===== config.mk =====
export PLATFORM = sky130hd
export DESIGN_NAME = ro_freq_meter
export DESIGN_NICKNAME = d
export VERILOG_FILES = /design/src/rtl/ro_freq_meter.sv
export SDC_FILE = /design/constraint.sdc
export NUM_CORES = 1
export LEC_CHECK = 0
export CORE_AREA = 5 5 87 89
export DETAILED_ROUTE_END_ITERATION = 8
export DIE_AREA = 0 0 92 94
export PLACE_DENSITY_LB_ADDON = 0.15
export SLEW_MARGIN = 10
export SYNTH_ARGS = -nofsm -noshare
export SYNTH_HDL_FRONTEND = slang
export SYNTH_SLANG_ARGS = --single-unit

===== constraint.sdc =====
create_clock -name clk -period 3.15 [get_ports clk]
set_clock_uncertainty 0.05 [all_clocks]
set_input_delay 0.315 -clock clk [delete_from_list [all_inputs] [get_ports clk]]
set_output_delay 0.315 -clock clk [all_outputs]
set_load 0.1 [all_outputs]

===== src/rtl/ro_freq_meter.sv =====
// Ring-oscillator frequency meter: counts synchronized rising edges of ro_in
// over a programmable gate window of 16 << gate_sel clk cycles.
module ro_freq_meter #(
  parameter int unsigned CNT_W       = 16,
  parameter int unsigned SYNC_STAGES = 2    // legal range 2..4
) (
  input  logic             clk,
  input  logic             rst_n,
  input  logic             ena,
  input  logic             ro_in,
  input  logic             start,
  input  logic [2:0]       gate_sel,
  output logic             busy,
  output logic             done,
  output logic [CNT_W-1:0] count,
  output logic             overflow
);

  localparam int unsigned TMR_W  = 11;  // holds G-1 up to 2047
  localparam int unsigned GLEN_W = 12;  // holds G up to 2048
  localparam logic [CNT_W-1:0] CNT_MAX = '1;

  typedef enum logic [1:0] {
    ST_IDLE  = 2'd0,
    ST_COUNT = 2'd1,
    ST_DONE  = 2'd2
  } state_t;

  state_t                   state_q, state_d;
  logic [SYNC_STAGES-1:0]   sync_q;
  logic                     prev_q;
  logic                     edge_c;
  logic [TMR_W-1:0]         timer_q, timer_d;
  logic [CNT_W-1:0]         wcnt_q, wcnt_d;
  logic                     wovf_q, wovf_d;
  logic                     busy_d, done_d;
  logic [CNT_W-1:0]         count_d;
  logic                     overflow_d;
  logic [GLEN_W-1:0]        gate_len_c;

  // Free-running synchronizer and edge-detect flop, independent of FSM state.
  always_ff @(posedge clk or negedge rst_n) begin
    if (!rst_n) begin
      sync_q <= '0;
      prev_q <= 1'b0;
    end else begin
      sync_q <= {sync_q[SYNC_STAGES-2:0], ro_in};
      prev_q <= sync_q[SYNC_STAGES-1];
    end
  end

  assign edge_c = sync_q[SYNC_STAGES-1] & ~prev_q;

  // State, working registers and registered outputs.
  always_ff @(posedge clk or negedge rst_n) begin
    if (!rst_n) begin
      state_q  <= ST_IDLE;
      timer_q  <= '0;
      wcnt_q   <= '0;
      wovf_q   <= 1'b0;
      busy     <= 1'b0;
      done     <= 1'b0;
      count    <= '0;
      overflow <= 1'b0;
    end else begin
      state_q  <= state_d;
      timer_q  <= timer_d;
      wcnt_q   <= wcnt_d;
      wovf_q   <= wovf_d;
      busy     <= busy_d;
      done     <= done_d;
      count    <= count_d;
      overflow <= overflow_d;
    end
  end

  // Next-state and next-output logic; ena low overrides everything to idle.
  always_comb begin
    state_d    = state_q;
    timer_d    = timer_q;
    wcnt_d     = wcnt_q;
    wovf_d     = wovf_q;
    busy_d     = 1'b0;
    done_d     = 1'b0;
    count_d    = count;
    overflow_d = overflow;
    gate_len_c = GLEN_W'(16) << gate_sel;

    case (state_q)
      ST_IDLE: begin
        if (start) begin
          timer_d = TMR_W'(gate_len_c - GLEN_W'(1));
          wcnt_d  = '0;
          wovf_d  = 1'b0;
          state_d = ST_COUNT;
          busy_d  = 1'b1;
        end
      end
      ST_COUNT: begin
        busy_d = 1'b1;
        // Saturate rather than wrap; a saturated edge flags overflow.
        if (edge_c) begin
          if (wcnt_q == CNT_MAX) wovf_d = 1'b1;
          else                   wcnt_d = wcnt_q + CNT_W'(1);
        end
        if (timer_q == '0) begin
          // Last window cycle: its edge is already folded into wcnt_d/wovf_d.
          state_d    = ST_DONE;
          busy_d     = 1'b0;
          done_d     = 1'b1;
          count_d    = wcnt_d;
          overflow_d = wovf_d;
        end else begin
          timer_d = timer_q - TMR_W'(1);
        end
      end
      ST_DONE: begin
        state_d = ST_IDLE;
      end
      default: begin
        state_d = ST_IDLE;
      end
    endcase

    if (!ena) begin
      state_d    = ST_IDLE;
      busy_d     = 1'b0;
      done_d     = 1'b0;
      count_d    = count;
      overflow_d = overflow;
    end
  end

endmodule


==> results of run 1 <==
## path summary, 6_finish.rpt
kind	depth (start not counted)	end	from	slack, ns
min reg2reg	0	sync_q[1]	sync_q[0]	0.31
max	8	timer_q[8]	state_q[0]	0.84
min	1	timer_q[2]	rst_n	0.008
max reg2reg	8	timer_q[8]	state_q[0]	0.84
min in group clk	0	sync_q[1]	sync_q[0]	0.31
max in group asynchronous	2	count[0]	rst_n	2.39
## flip-flops by register name (all words and copies together) (netlist names)
name	flops
count	16
wcnt_q	16
timer_q	11
state_q	2
sync_q	2
busy	1
done	1
overflow	1
prev_q	1
wovf_q	1
## per-layer routing
metal  global-route usage (%)  vias to the layer above  share of wire [%]
met5                        0                        -                  0
met4                     5.07                        0               0.94
met3                     2.88                        7                3.6
met2                     26.7                       42                 49
met1                     20.1                     1161                 47
li1                         -                     1243                  -
## power groups by stage
stage                     clock network [W]  registers, W  logic (W)
after floorplan                           0      0.000790   0.000167
after global placement                    0      0.000800   0.000228
after detailed placement                  0      0.000801   0.000232
after CTS                          0.000383      0.000788   0.000233
after global routing               0.000411      0.000800   0.000266
final                              0.000370      0.000789   0.000232
## placed cells by master (no fill, tap or decap), types with 6 or more instances in the layout
master and count:
xnor2_1 11, nor3_1 14, a21oi_1 23, clkdlybuf4s50_1 25, nand3_1 14, dfrtp_1 52
buf_4 7, nor2_1 22, nand4_1 12, o21ai_0 39, a31oi_1 12, nand2_1 36
inv_1 6
## cell families after synthesis
kind of cell             share of synthesized area, %
adder cells (fa/ha/maj)                         0.849
AO/OA/AOI/OAI                                    20.6
buffers and inverters                            6.12
multiplexers                                    0.680
flip-flops                                       44.2
XOR/XNOR                                         4.46
AND/OR/NAND/NOR                                  23.1
## critical path, delay by kind of cell, from the launching register on
| kind | cells | cell delay, ns |
|---|---|---|
| buffers and inverters | 1 | 0.31 |
| XOR/XNOR | 1 | 0.24 |
| AO/OA/AOI/OAI | 3 | 0.45 |
| adder cells (fa/ha/maj) | 1 | 0.41 |
| AND/OR/NAND/NOR | 2 | 0.26 |
| flip-flops | 1 | 0.48 |
## metrics by stage
step / worst slack (ns) / cell area (sq um) / hold WS [ns] / total power, W / std cells
after floorplan: 0.821 / 2950 / -0.0306 / 0.000957 / 334
after detailed placement: 0.618 / 3200 / 0.289 / 0.00103 / 421
after global placement: 0.647 / 3200 / 0.285 / 0.00103 / 421
after global routing: 0.610 / 3280 / 0.0698 / 0.00148 / 428
after CTS: 0.856 / 3280 / 0.0355 / 0.00140 / 428
final: 0.843 / 3280 / 0.00763 / 0.00139 / 428
## synthesized netlist by cell type, types with 2 or more instances
| library cell | count |
|---|---|
| nor2_1 | 22 |
| ha_1 | 2 |
| xnor2_1 | 11 |
| xor2_1 | 4 |
| a21o_1 | 2 |
| buf_4 | 3 |
| o31ai_1 | 4 |
| clkbuf_1 | 11 |
| nand3_1 | 14 |
| or3_1 | 2 |
| o21ai_1 | 2 |
| nor3_1 | 14 |
| o21ai_0 | 39 |
| a31oi_1 | 12 |
| a311oi_1 | 3 |
| nand4_1 | 12 |
| nand2_1 | 36 |
| a22o_1 | 2 |
| buf_2 | 4 |
| and3_1 | 5 |
| clkbuf_2 | 2 |
| nand4_2 | 2 |
| a21oi_1 | 23 |
| inv_1 | 6 |
| nor2b_1 | 2 |
| buf_6 | 5 |
| mux2i_1 | 2 |
| o22ai_1 | 3 |
| and2_1 | 2 |
| dfrtp_1 | 52 |
| nor4_1 | 4 |
| and4_1 | 4 |
| nand2b_1 | 2 |
## area by class of cell
type                            instances  area, sq um
Multi-Input combinational cell        249         1460
Inverter                                7         26.3
Clock buffer                            6         72.6
Tap cell                               80          100
Fill cell                             638         3400
Clock inverter                          1         5.00
Sequential cell                        52         1300
Timing Repair Buffer                   33          308
==> flow_metrics.tcl, run 1 <==
set metrics [dict create \
    area_delta_synth_final_pct 11.3 \
    syn-num-nets 344 \
    outcome "complete, no violations" \
    yosysUniqueCellTypes 54 \
    ctsHoldBuffers 0 \
    path_max_fanout 30 \
    layout.nets 358 \
    final.setup.tns_ns 0 \
    synth_top_area_share_pct 44.2 \
    slew_headroom_pct 28.3 \
    core_sq_um 6680 \
    grt_max_degree 33 \
    vias 2453 \
    clock-sinks 52 \
    power.internal_w 0.000959 \
    min_period_ns 2.31 \
    setup_viol 0 \
    rsz0062_at_grt "no" \
    synth_area_per_cell_sq_um 8.82 \
    criticalPathCategory "reg2reg" \
    cts_buffer_depth 2 \
    pin_count 27 \
    max_freq_mhz 433 \
    cts_tree "yes" \
    synth_area_sq_um 2950 \
    dr.pass1.iters 4 \
    required_ns 3.30 \
    clkTransAtPathRegs_ns 0.10 \
    slew_viol_final 0 \
    drive_above_1_share_pct 6.32 \
    place_congestion 0.852 \
    final_util_pct 49.0 \
    yosysWarningCount 0 \
    crit_arrival_ns 2.46 \
    dieArea_sq_um 8650 \
    wire_per_inst_um 14.9 \
    synthArstFlopShare_pct 100 \
    cp-start-kind "flip-flop" \
    grt_pass1_wl_um 11000 \
    synth_seq_cells 52 \
    synth_flop_cell "dfrtp_1" \
    seqPwrFrac_pct 56.7 \
    synth-seq-area-share_pct 44.2 \
    cts_resized 0 \
    clkPwrFrac_pct 26.6 \
    critPathSlowestCell "dfrtp_1" \
    start_util_pct 44.1 \
    postCtsSetupBuffers 0 \
    hold_viol_final 0 \
    path_cells "nor2b_1 -> buf_4 -> nand2_1 -> ha_1 -> xor2_1 -> a21oi_1 -> a31oi_1 -> o22a_1" \
    min_period_over_period_pct 73.2 \
    detailed_place_hpwl_um 4470 \
    die_w_um 92 \
    worst_skew_pair.late_latency_ns 0.30 \
    ir_drop_mv 0.226 \
    yosysTopAreaCell "dfrtp_1" \
    critical-path-max-stage-delay_ns 0.48 \
    synth_edf_count 0 \
    cap_violations 0 \
    hp-class "in2async" \
    finalWirelength_um 6390 \
    p_sw_share_pct 31.0 \
    die_h_um 94 \
    drt_first_iter_violations 80 \
    grt_usage_pct 15.6 \
    worst_pin_slew_ns 1.06 \
    viasPerCell 5.73 \
    grt-ovfl-total 0 \
    synthTopCellsByArea "dfrtp_1 44%, o21ai_0 6.6%, nand2_1 4.6%" \
    netlist_instances 334 \
    grt_pass1_vias 2296 \
    fp-row-count 30 \
    numCtsBuffers 5 \
    drc_errors 0 \
    ant_nets 0 \
    port_buffers 26 \
    root_buffer "clkbuf_8" \
    pwr-share-comb_pct 16.7 \
    htree_levels 2 \
    diodes 0 \
    power.switching_w 0.000432 \
    worst_setup_path_end_kind "flip-flop" \
    antenna_found_initial 0 \
    p_leak_nw 1.31 \
    power.density_nw_per_um2 424 \
]
Note: power is estimated with default switching activity, not from simulation.
==> run 2, diff against run 1 <==
==> constraint.sdc (replaced) <==
create_clock -name clk -period 1.9 [get_ports clk]
set_clock_uncertainty 0.05 [all_clocks]
set_input_delay 0.19 -clock clk [delete_from_list [all_inputs] [get_ports clk]]
set_output_delay 0.19 -clock clk [all_outputs]
set_load 0.1 [all_outputs]
==> flow_metrics.tcl, run 2 (synthesized netlist as in run 1, its figures left out) <==
set metrics [dict create \
    core_sq_um 6680 \
    fill_cells 640 \
    slew_viol_final 0 \
    setup_viol 0 \
    cts_tree "yes" \
    finalWirelength_um 6930 \
    cap_violations 0 \
    detailed_place_hpwl_um 5080 \
    drt_first_iter_violations 143 \
    biggestRegsByFlops "count: 16 flops, wcnt_q: 16 flops, timer_q: 11 flops" \
    wire_per_inst_um 14.6 \
    drive_above_1_share_pct 25.1 \
    required_ns 2.05 \
    worst_setup_path_end_kind "flip-flop" \
    p_leak_nw 1.59 \
    viasPerCell 5.61 \
    cts_buffer_depth 2 \
    diodes 0 \
    path_max_fanout 5 \
    power.density_nw_per_um2 691 \
    clkTransAtPathRegs_ns 0.09 \
    port_buffers 26 \
    clock-sinks 52 \
    criticalPathCategory "reg2reg" \
    ant_nets 0 \
    die_h_um 94 \
    vias 2661 \
    grt_pass1_wl_um 11500 \
    layout.nets 403 \
    drc_errors 0 \
    setup_ws_ns 0.0986 \
    grt_usage_pct 16.4 \
    final_common_cell "buf_4" \
    rsz0062_at_grt "yes" \
    min_period_ns 1.80 \
    outcome "complete, no violations" \
    dr.pass1.iters 4 \
    start_util_pct 44.1 \
    crit_arrival_ns 1.95 \
    layout_common_cells "69 x buf_4, 51 x dfrtp_1, 38 x o21ai_0" \
    worst_skew_pair.late_latency_ns 0.31 \
    min_period_over_period_pct 94.8 \
    ir_drop_mv 0.397 \
    fp-row-count 30 \
    grt-ovfl-total 0 \
    antenna_found_initial 0 \
    pin_count 27 \
    hold_viol_final 0 \
    hp-class "in2reg" \
    max_freq_mhz 555 \
    cp-start-kind "flip-flop" \
    area_delta_synth_final_pct 24.2 \
    grt_pass1_vias 2504 \
    place_ws_ns -0.0991 \
    dieArea_sq_um 8650 \
    numCtsBuffers 5 \
    root_buffer "clkbuf_8" \
    place_congestion 0.891 \
    die_w_um 92 \
    htree_levels 2 \
    worst_pin_slew_ns 0.559 \
    grt_max_degree 31 \
    slew_headroom_pct 62.8 \
    fin_total_pwr_w 0.00253 \
]
-- run 2: cell count changes in the layout (fill, tap and decap cells not counted), sizes merged --
| cell | before | now |
|---|---|---|
| clkinv | 2 | 3 |
| dlygate4sd3 | 0 | 1 |
| buf | 8 | 71 |
| clkdlybuf4s50 | 25 | 6 |
-- run 2: area by class of cell --
type | count | area [sq um] | share of cell area (%)
Timing Repair Buffer | 78 | 613 | 16.8
Clock buffer | 6 | 82.6 | 2.26
Multi-Input combinational cell | 249 | 1520 | 41.7
Sequential cell | 52 | 1300 | 35.6
Inverter | 7 | 26.3 | 0.718
Tap cell | 80 | 100 | 2.74
Clock inverter | 2 | 10.0 | 0.274
-- run 2: report_power, final --
part	internal [W]	switching, W	total, W	leakage [nW]
Sequential	0.00119	0.0000856	0.00128	0.687
Combinational	0.000270	0.000322	0.000592	0.853
Clock	0.000292	0.000369	0.000660	0.0510
-- run 2: repair_timing --
item                                   in CTS  in global routing
resized for setup                           1                 11
gates cloned                                0                  0
setup buffers                               2                  5
pin swaps                                   1                  3
hold buffers                                1                  0
endpoints found under the hold margin      22                  0
setup endpoints to repair                   5                 19
-- run 2: stage by stage --
| stage | area [sq um] | TNS (ns) | util [%] | instances | hold WS, ns |
|---|---|---|---|---|---|
| after CTS | 3580 | 0 | 53.5 | 469 | 0.261 |
| after floorplan | 2990 | 0 | - | 334 | -0.156 |
| after global placement | 3450 | -0.00712 | 51.7 | 458 | 0.161 |
| after detailed placement | 3450 | -0.289 | 51.7 | 458 | 0.165 |
| final | 3660 | 0 | 54.8 | 474 | 0.266 |
| after global routing | 3660 | -0.0248 | 54.8 | 474 | 0.249 |
-- run 2: final timing paths --
| kind | from | slack (ns) | end | depth (start not counted) |
|---|---|---|---|---|
| setup / recovery | wcnt_q[0] | 0.1 | count[1] | 6 |
| hold / removal | ro_in | 0.27 | sync_q[0] | 1 |
| max in group asynchronous | rst_n | 0.89 | wcnt_q[10] | 3 |
| min in group asynchronous | rst_n | 0.35 | count[6] | 2 |
| hold reg to reg | sync_q[0] | 0.31 | sync_q[1] | 0 |
| setup reg to reg | wcnt_q[0] | 0.1 | count[1] | 6 |
-- run 2: critical path, stage by stage (launching register included) --
cell and delay, ns:
dfrtp_1 0.37, ha_2 0.23, nand4_1 0.16, or4_4 0.48, and2_4 0.20, mux2i_1 0.15, o21ai_1 0.07
-- run 2: metal layers --
layer / GRT usage (%) / part of all wire [%]
met1: 20.2 / 44
met3: 2.80 / 3.7
met2: 28.8 / 51
met4: 5.57 / 1.2
met5: 0 / 0
